### src/rtl/sq_commit_buffer_pkg.sv
// sq_commit_buffer_pkg
//   Shared definitions for the post-retirement store commit buffer:
//   buffer geometry, the SQ entry packet carried from the store queue,
//   and a small retire-mask popcount helper.
package sq_commit_buffer_pkg;

  localparam int SCB_DEPTH        = 8;
  localparam int SCB_ADDR_WIDTH   = 3;
  localparam int SCB_RETIRE_WIDTH = 3;

  // Store queue entry as delivered at retirement; data is already lane-aligned.
  typedef struct packed {
    logic        ready;
    logic [3:0]  usebytes;
    logic [31:0] addr;
    logic [31:0] data;
  } SQ_ENTRY_PACKET;

  // Number of stores retired by a 3-bit retire mask.
  function automatic logic [1:0] popcount3(input logic [2:0] mask);
    return {1'b0, mask[0]} + {1'b0, mask[1]} + {1'b0, mask[2]};
  endfunction

endpackage

### src/rtl/sq_commit_buffer_fwd_merge.sv
// sq_commit_buffer_fwd_merge
//   Combinational store-to-load forwarding over the commit buffer.
//   For each byte lane, the youngest buffered entry whose word address
//   matches the probe and that writes that lane supplies the byte.
// Ports:
//   entries    - whole entry array (registered state of the top)
//   head/count - occupancy window; only head..head+count-1 are live
//   probe_addr - load address, bits [31:2] compared
//   hit/data   - per-lane hit mask and merged data (missed lanes are 0)
module sq_commit_buffer_fwd_merge
  import sq_commit_buffer_pkg::*;
#(
  parameter int DEPTH = SCB_DEPTH,
  parameter int AW    = $clog2(DEPTH)
) (
  input  SQ_ENTRY_PACKET [DEPTH-1:0] entries,
  input  logic [AW-1:0]              head,
  input  logic [AW:0]                count,
  input  logic [31:0]                probe_addr,
  output logic [3:0]                 hit,
  output logic [31:0]                data
);

  logic [AW-1:0] idx_s;
  logic          match_s;
  logic          unused_bits_s;

  // Walk oldest to youngest so a younger match overwrites an older one.
  always_comb begin
    hit     = 4'b0000;
    data    = 32'h0000_0000;
    idx_s   = '0;
    match_s = 1'b0;
    for (int k = 0; k < DEPTH; k++) begin
      idx_s   = head + AW'(k);
      match_s = ((AW+1)'(k) < count) &&
                (entries[idx_s].addr[31:2] == probe_addr[31:2]);
      for (int lane = 0; lane < 4; lane++) begin
        if (match_s && entries[idx_s].usebytes[lane]) begin
          hit[lane]          = 1'b1;
          data[lane*8 +: 8]  = entries[idx_s].data[lane*8 +: 8];
        end else begin
          hit[lane]          = hit[lane];
        end
      end
    end
  end

  // Byte offsets and the ready flag play no part in word-level forwarding.
  always_comb begin
    unused_bits_s = ^probe_addr[1:0];
    for (int k = 0; k < DEPTH; k++) begin
      unused_bits_s = unused_bits_s ^ entries[k].ready ^ (^entries[k].addr[1:0]);
    end
  end

endmodule

### src/rtl/sq_commit_buffer.sv
// sq_commit_buffer
//   In-order circular buffer between store-queue retirement and the data
//   memory port. Accepts up to three retired stores per cycle, drains one
//   per cycle over a valid/ready handshake and forwards buffered bytes to
//   younger loads.
// Ports:
//   clk, rst                   - clock, asynchronous active-low reset
//   retire_mask/retire_entries - stores committing this cycle ([0] oldest)
//   retire_space               - free slots, capped at 3, from registered count
//   mem_req_*                  - head entry presented to memory
//   mem_req_ready              - memory accepts the head this cycle
//   ld_probe_addr/hit/data     - forwarding probe
//   empty                      - buffer holds no stores
module sq_commit_buffer
  import sq_commit_buffer_pkg::*;
#(
  parameter int DEPTH        = SCB_DEPTH,
  parameter int RETIRE_WIDTH = SCB_RETIRE_WIDTH
) (
  input  logic                              clk,
  input  logic                              rst,
  input  logic [RETIRE_WIDTH-1:0]           retire_mask,
  input  SQ_ENTRY_PACKET [RETIRE_WIDTH-1:0] retire_entries,
  output logic [1:0]                        retire_space,
  output logic                              mem_req_valid,
  output logic [31:0]                       mem_req_addr,
  output logic [31:0]                       mem_req_data,
  output logic [3:0]                        mem_req_be,
  input  logic                              mem_req_ready,
  input  logic [31:0]                       ld_probe_addr,
  output logic [3:0]                        ld_probe_hit,
  output logic [31:0]                       ld_probe_data,
  output logic                              empty
);

  localparam int AW = $clog2(DEPTH);
  localparam int CW = AW + 1;

  SQ_ENTRY_PACKET [DEPTH-1:0] entries_r;
  logic [AW-1:0]              head_r;
  logic [AW-1:0]              tail_r;
  logic [CW-1:0]              count_r;
  logic [1:0]                 space_r;

  logic [1:0]                 push_cnt_s;
  logic                       pop_s;
  logic [CW-1:0]              count_next_s;
  logic [CW-1:0]              free_next_s;
  logic [1:0]                 space_next_s;
  SQ_ENTRY_PACKET             head_entry_s;

  // Push count, pop decision, next occupancy and the space it leaves.
  always_comb begin
    push_cnt_s = 2'd0;
    for (int i = 0; i < RETIRE_WIDTH; i++) begin
      push_cnt_s = push_cnt_s + {1'b0, retire_mask[i]};
    end
    pop_s        = (count_r != CW'(0)) && mem_req_ready;
    count_next_s = count_r + CW'(push_cnt_s) - CW'(pop_s);
    free_next_s  = CW'(DEPTH) - count_next_s;
    if (free_next_s >= CW'(3)) begin
      space_next_s = 2'd3;
    end else begin
      space_next_s = free_next_s[1:0];
    end
  end

  // Entry array, pointers, occupancy and registered free-space count.
  always_ff @(posedge clk or negedge rst) begin
    if (!rst) begin
      entries_r <= '0;
      head_r    <= '0;
      tail_r    <= '0;
      count_r   <= '0;
      space_r   <= 2'd3;
    end else begin
      // Retire mask is contiguous from bit 0, so slot i lands at tail+i.
      for (int i = 0; i < RETIRE_WIDTH; i++) begin
        if (retire_mask[i]) begin
          entries_r[tail_r + AW'(i)] <= retire_entries[i];
        end
      end
      tail_r  <= tail_r + AW'(push_cnt_s);
      head_r  <= head_r + AW'(pop_s);
      count_r <= count_next_s;
      space_r <= space_next_s;
    end
  end

  assign head_entry_s = entries_r[head_r];
  assign mem_req_valid = (count_r != CW'(0));
  assign empty         = (count_r == CW'(0));
  assign retire_space  = space_r;

  // Payload is forced to zero whenever no request is outstanding.
  assign mem_req_addr = mem_req_valid ? {head_entry_s.addr[31:2], 2'b00} : 32'h0000_0000;
  assign mem_req_data = mem_req_valid ? head_entry_s.data : 32'h0000_0000;
  assign mem_req_be   = mem_req_valid ? head_entry_s.usebytes : 4'b0000;

  sq_commit_buffer_fwd_merge #(
    .DEPTH (DEPTH),
    .AW    (AW)
  ) u_fwd_merge (
    .entries    (entries_r),
    .head       (head_r),
    .count      (count_r),
    .probe_addr (ld_probe_addr),
    .hit        (ld_probe_hit),
    .data       (ld_probe_data)
  );

endmodule

### config.mk
export PLATFORM = sky130hd
export DESIGN_NAME = sq_commit_buffer
export DESIGN_NICKNAME = d
export VERILOG_FILES = /design/src/rtl/sq_commit_buffer_pkg.sv /design/src/rtl/sq_commit_buffer_fwd_merge.sv /design/src/rtl/sq_commit_buffer.sv
export SDC_FILE = /design/constraint.sdc
export NUM_CORES = 2
export LEC_CHECK = 0
export BUFFER_PORTS_ARGS = -buffer_cell sky130_fd_sc_hd__buf_4
export CAP_MARGIN = 0
export CORE_MARGIN = 10
export CORE_UTILIZATION = 65
export CTS_BUF_LIST = sky130_fd_sc_hd__clkbuf_4 sky130_fd_sc_hd__clkbuf_8
export DETAILED_ROUTE_END_ITERATION = 8
export PLACE_DENSITY = 0.84
export SLEW_MARGIN = 30
export SYNTH_ARGS = -nofsm -noshare
export SYNTH_HDL_FRONTEND = slang
export SYNTH_SLANG_ARGS = --single-unit
### constraint.sdc
create_clock -name clk -period 13.2 [get_ports clk]
set_input_delay 1.98 -clock clk [delete_from_list [all_inputs] [get_ports clk]]
set_output_delay 1.98 -clock clk [all_outputs]
set_load 0.02 [all_outputs]
# [After elaboration in Yosys (flattened, before gate mapping)]
# Cells that the tools add are included.
[word_totals] reg_bits=564 inputBits=245 out_inout_bits=108 wordCells=225
[classes] add_sub_neg=16 n_lt_le_gt_ge=23 eq_ne=8 muxes=96 n_reduce_logical=46
[ops] operator="$bmux 69 s3" n=8
[ops] operator="$bwmux 552" n=3
[ops] operator="$mux 552" n=3
[ops] operator="$demux 69 s3" n=3
[ops] operator="$mux 68" n=8
[ops] operator="$mux 8" n=32
[ops] operator="$eq 30x30->1" n=8
[ops] operator="$mux 69" n=3
[ops] operator="$mux 32" n=2
[ops] operator="$logic_and 1x1->1" n=44
[ops] operator="$lt 3x4->1 const B" n=11
[ops] operator="$mux 1" n=32
[ops] operator="$lt 3x4->1 const A" n=4
[ops] operator="$add 3x3->3 const B" n=4
[ops] operator="$add 3x2->3 const B" n=3
[ops] operator="$ge 3x1->1 const B" n=3
[ops] operator="$lt 1x4->1 const A" n=2
[ops] operator="$lt 2x4->1 const A" n=2
[ops] operator="$add 3x1->3 const B" n=2
[ops] operator="$add 4x2->4" n=1
[ops] operator="$ge 4x2->1 const B" n=1
[ops] operator="$logic_not 4->1" n=1
[ops] operator="$mux 4" n=1
[ops] operator="$reduce_bool 4->1" n=1
[ops] operator="7 further kinds" n=7

# [Longest topological paths before layout]
[logic_depth] word_depth=13 mapped_depth=24 depth_no_buf=14

# [Cells and area by module]
# From an unflattened synthesis, not the netlist that was laid out.
[hier_totals] hier_cells=6431 hier_area_um2=66277.3
[modules_own_cells] module="sq_commit_buffer" instances=1 cells_each=3560 area_per_inst_um2=37176.9 seq_area_each_um2=14116.0
[modules_own_cells] module="sq_commit_buffer_fwd_merge" instances=1 cells_each=2871 area_per_inst_um2=29100.4 seq_area_each_um2=0.0

# [Worst setup path before layout]
# Ideal clock, no wire load.
[synth_timing] kind="register to output" start="register head_r[1]" end="output ld_probe_data[21]" arrival_time_ns=5.597 required_ns=11.220 slack_ns=5.623 stages_incl_launch_ff=22 path_buffers=10 path_cell_list="dfrtp_1 buf_2 inv_2 buf_2 buf_1 clkbuf_1 clkbuf_1 clkbuf_1 ha_1 buf_2 buf_2 buf_2 mux4_2 xnor2_1 o2111ai_1 a211oi_1 nand4_4 nor4_4 buf_4 nand3_1 o2111a_1 o32ai_2"
[synth_via] elab_chain_cells=13 word_cells_on_any_way=55 classes_between="7 x add/sub; 8 x eq/ne; 24 x mux; 16 x reduce/logical"
[synth_lines] item="from (decl)" line_no="sq_commit_buffer.sv:40" source="logic [AW-1:0] head_r;"
[synth_lines] item="from (signal assigned)" line_no="sq_commit_buffer.sv:84" source="head_r <= head_r + AW'(pop_s);"
[synth_lines] item="$add 3x1->3 or $bmux 69 s3 (tied branches)"
[synth_lines] item="$bmux 69 s3 or $mux 68 (tied branches)" line_no="sq_commit_buffer_fwd_merge.sv:37, sq_commit_buffer_fwd_merge.sv:39, sq_commit_buffer_fwd_merge.sv:41"
[synth_lines] item="$mux 68 (not written as such) or $eq 30x30->1 (tied branches)" line_no="sq_commit_buffer_fwd_merge.sv:41, sq_commit_buffer_fwd_merge.sv:37"
[synth_lines] item="$eq 30x30->1 or $logic_and 1x1->1 (tied branches)" line_no="sq_commit_buffer_fwd_merge.sv:37, sq_commit_buffer_fwd_merge.sv:36"
[synth_lines] item="$logic_and 1x1->1 (on tied branches)" line_no="sq_commit_buffer_fwd_merge.sv:36, sq_commit_buffer_fwd_merge.sv:39"
[synth_lines] item="$logic_and 1x1->1 or $mux 8 (tied branches)" line_no="sq_commit_buffer_fwd_merge.sv:39" source="if (match_s && entries[idx_s].usebytes[lane]) begin"
[synth_lines] item="$mux 8 (6 in series)" line_no="sq_commit_buffer_fwd_merge.sv:39"
[synth_lines] item="$mux 8 (*)" line_no="sq_commit_buffer_fwd_merge.sv:39"
[synth_lines] item="to (decl)" line_no="sq_commit_buffer.sv:32" source="output logic [31:0] ld_probe_data,"
# Every way passes the cells marked *; elsewhere a longest branch is shown, timed or not. The select of a mux whose other input is x is not followed.

# [Worst setup path after layout]
[layout_timing] start="register head_r[0]" end="output ld_probe_data[7]"
[layout_via] elab_chain_cells=13 word_cells_on_any_way=55 classes_between="7 x add/sub; 8 x eq/ne; 24 x mux; 16 x reduce/logical"
[layout_lines] item="$add 3x1->3 or $bmux 69 s3 (tied branches)"
[layout_lines] item="$bmux 69 s3 or $mux 68 (tied branches)"
[layout_lines] item="$mux 68 or $eq 30x30->1 (tied branches)"
[layout_lines] item="$eq 30x30->1 or $logic_and 1x1->1 (tied branches)" line_no="sq_commit_buffer_fwd_merge.sv:37, sq_commit_buffer_fwd_merge.sv:36"
[layout_lines] item="$logic_and 1x1->1 (on tied branches)" line_no="sq_commit_buffer_fwd_merge.sv:36, sq_commit_buffer_fwd_merge.sv:39"
[layout_lines] item="$logic_and 1x1->1 or $mux 8 (tied branches)" line_no="sq_commit_buffer_fwd_merge.sv:39"
[layout_lines] item="$mux 8 (6 in series)" line_no="sq_commit_buffer_fwd_merge.sv:39"
[layout_lines] item="$mux 8 (*)" line_no="sq_commit_buffer_fwd_merge.sv:39"
# Marks and branches as above.

==> impl_metrics.csv <==
group,metric,value,unit
run_status,status,"finished clean",
critical_path,slowest_delay,1.11,ns
synthesis,synth_edf_count,0,
drt,wl_per_cell,29.8,um
timing,fin_worst_skew,0.0408,ns
synthesis,synthAdderAreaFrac,0.00441,
global_routing,antenna_found_initial,41,
drt,drt_iter0_markers,9855,
synthesis,ys_ff_latch,540,
placed_design,dp_slack,4.05,ns
clocking,post_cts_buffers,0,
final_layout,design_area,0.0603,mm2
run,cap_viol_max_count,0,
global_routing,grt_max_degree,154,
critical_path,cp-endpoint,"ld_probe_data[7]",
critical_path,ff2ff_path_depth,13,
timing,relSlewSlack,0.223,
synthesis,synthXorXnorAreaFrac,0.0394,
clocking,cts.repair.resized,0,
critical_path,cp_max_fo,50,
timing,final.setup.worst_slack,2.84,ns
worst_hold_path,hold_path_class,"register to register",
die,placementRows,107,
critical_path,start_kind,"register",
global_routing,gr-total-overflow,0,
clocking,clockRootBuffer,"clkbuf_8",
synthesis,syn_avg_cell_area,8.57,um2
drt,drt_first_pass_iters,9,
synthesis,synthMuxAreaShare,0.332,
drt,drt-total-wl,225000,um
placed_design,io_buffers,339,
critical_path,cp_slowest_cell,"nor4_4",
final_layout,final_common_cell,"nand2_1",
timing,tns,0,ns
timing,fin_crit,10.36,ns
clocking,clock_latency,0.80,ns
die,fp.coreArea,0.0854,mm2
synthesis,ys_warn_count,0,
clocking,hold_buffers,0,
final_layout,area_delta_synth_final,7.39,%
global_routing,track_usage,0.443,
placed_design,hpwl,150000,um
global_routing,grt_pass1_wl,335000,um
synthesis,synth_cells,6552,
critical_path,crit_top_cell,"buf_4",
die,io_pins,353,
critical_path,cp.required,11.22,ns
synthesis,yosys.area_share.simple,0.162,
timing,drv_slew,0,
clocking,tritoncts,"done",
synthesis,synth_top_family_by_area,"multiplexers",
timing,hold_violations,0,
synthesis,ys_seq_area_frac,0.241,
drt,via_count,55700,
final_layout,multi_input_area,0.0393,mm2
timing,worstMarginPinSlew,1.16,ns
clocking,cts_num_sinks,540,
timing,setup_viol,0,
die,die_w,314,um
drt,antenna_left,0,
die,die_height,314,um
placed_design,post_dp_cell_area,0.0578,mm2
die,dieArea,0.0986,mm2
timing,min_period_over_period,0.785,
worst_hold_path,min_path_cells,1,
global_routing,first_global_vias,52800,
clocking,cts_max_level,3,
final_layout,final_cell_mix,"nand2_1 (1103), o21ai_0 (781), mux2i_1 (748)",
synthesis,synth.distinct_cells,83,
final_layout,nets,6584,
die,start_util,0.658,
drt,drc_errors,0,
synthesis,synth_compound_area_frac,0.157,
synthesis,synthArstFlopShare,1.00,
placed_design,routabilityCongestion,1.10,
clocking,cts_inserted_buffers,97,
critical_path,crit_chain,"inv_2 -> ha_4 -> buf_4 -> buf_4 -> mux4_2 -> xnor2_1 -> nand2_1 -> o41ai_2 -> o2111ai_2 -> nor4_4 -> nand3_1 -> o2111a_1 -> o32ai_2 -> buf_4",
critical_path,crit_start,"head_r[0]",
final_layout,regArea,0.0135,mm2
critical_path,r2r_slack,9.05,ns
clocking,path_clk_slew,0.06,ns
critical_path,rr_startpoint,"count_r[3]",
critical_path,worstPathArrival,8.38,ns
critical_path,critPathCaptureType,"output pin",
final_layout,final_layout_size_suffix_gt1_frac,0.199,
drt,routed_via_density,7.37,
clocking,clockBufferDepth,3,
final_layout,fillerInstances,6363,
timing,rsz0062_at_grt,"no",
synthesis,synth_flop_cell,"dfrtp_1",
timing,clock.fmax,0.0965,GHz
critical_path,critPathKind,"register to output pin",
synthesis,netlist_area,0.0562,mm2
critical_path,r2r_end,"retire_space[1]",
cells by family after synthesis:
logic type                 count (synthesis)
xor gates and xnor gates                 252
adders and majority gates                 18
muxes                                   1264
AOI/OAI and AO/OA                       1519
DFF                                      540
and+or+nand+nor                         2137
other                                      1
buffers and inverters                    821
registers in the layout, indices dropped and copies added (netlist names):
register      flops
retire_space      2
head_r            3
tail_r            3
entries_r       528
count_r           4
worst min path at each step:
stage | to | from
after floorplan | head_r[1] | head_r[1]
after global routing | tail_r[2] | tail_r[2]
after CTS | tail_r[2] | tail_r[2]
after global placement | tail_r[2] | tail_r[2]
final | tail_r[2] | tail_r[2]
after detailed placement | tail_r[2] | tail_r[2]
layer usage:
metal  vias up  GRT usage  routed length, um
met5         -          0                366
li1      23100          -                  -
met2      5109      0.629              93200
met1     26300      0.569              77100
met3      1185      0.197              41100
met4        56      0.220              13400
per-stage QoR:
stage	utilization	hold WS, ns	cells
5_1_grt	0.706	0.703	7556
3_5_place_dp	0.677	0.628	7358
6_report	0.706	0.665	7564
4_1_cts	0.704	0.651	7542
3_3_place_gp	0.675	0.612	7351
2_1_floorplan	-	0.499	6553
layout make-up:
cell class                 instances  area share
sequential                       540       0.224
multi-input combinational       5192       0.651
clock inverter                    28     0.00467
tap                             1144      0.0237
timing repair buffer             450      0.0604
antenna                           14    0.000581
inverter                          40     0.00259
clock buffer                     156      0.0330
cells in the mapped netlist, types with 48 or more instances:
master    number  share of area
mux4_2       476           0.19
o21ai_0      781          0.070
xor2_1        58         0.0090
clkbuf_1     474          0.032
nand2_1     1105          0.074
dfrtp_1      538           0.24
buf_1        131         0.0088
nor2_1       667          0.045
nand3_1      178          0.016
buf_4         48         0.0064
buf_2         94         0.0084
xnor2_1      193          0.030
a21oi_1      487          0.043
mux2i_1      748           0.13
critical path: cells and delay by family, from the launching register on:
family          cells  cell delay, ns
mux                 1            0.61
buf+inv             4            1.89
simple gates        3            1.43
xor+xnor            1            0.30
fa+ha+maj           1            0.68
flops               1            0.97
compound gates      4            1.59
Power is left out: the tool's default activity adds up to more than one toggle a clock period on the data nets, which glitch-free logic cannot reach.
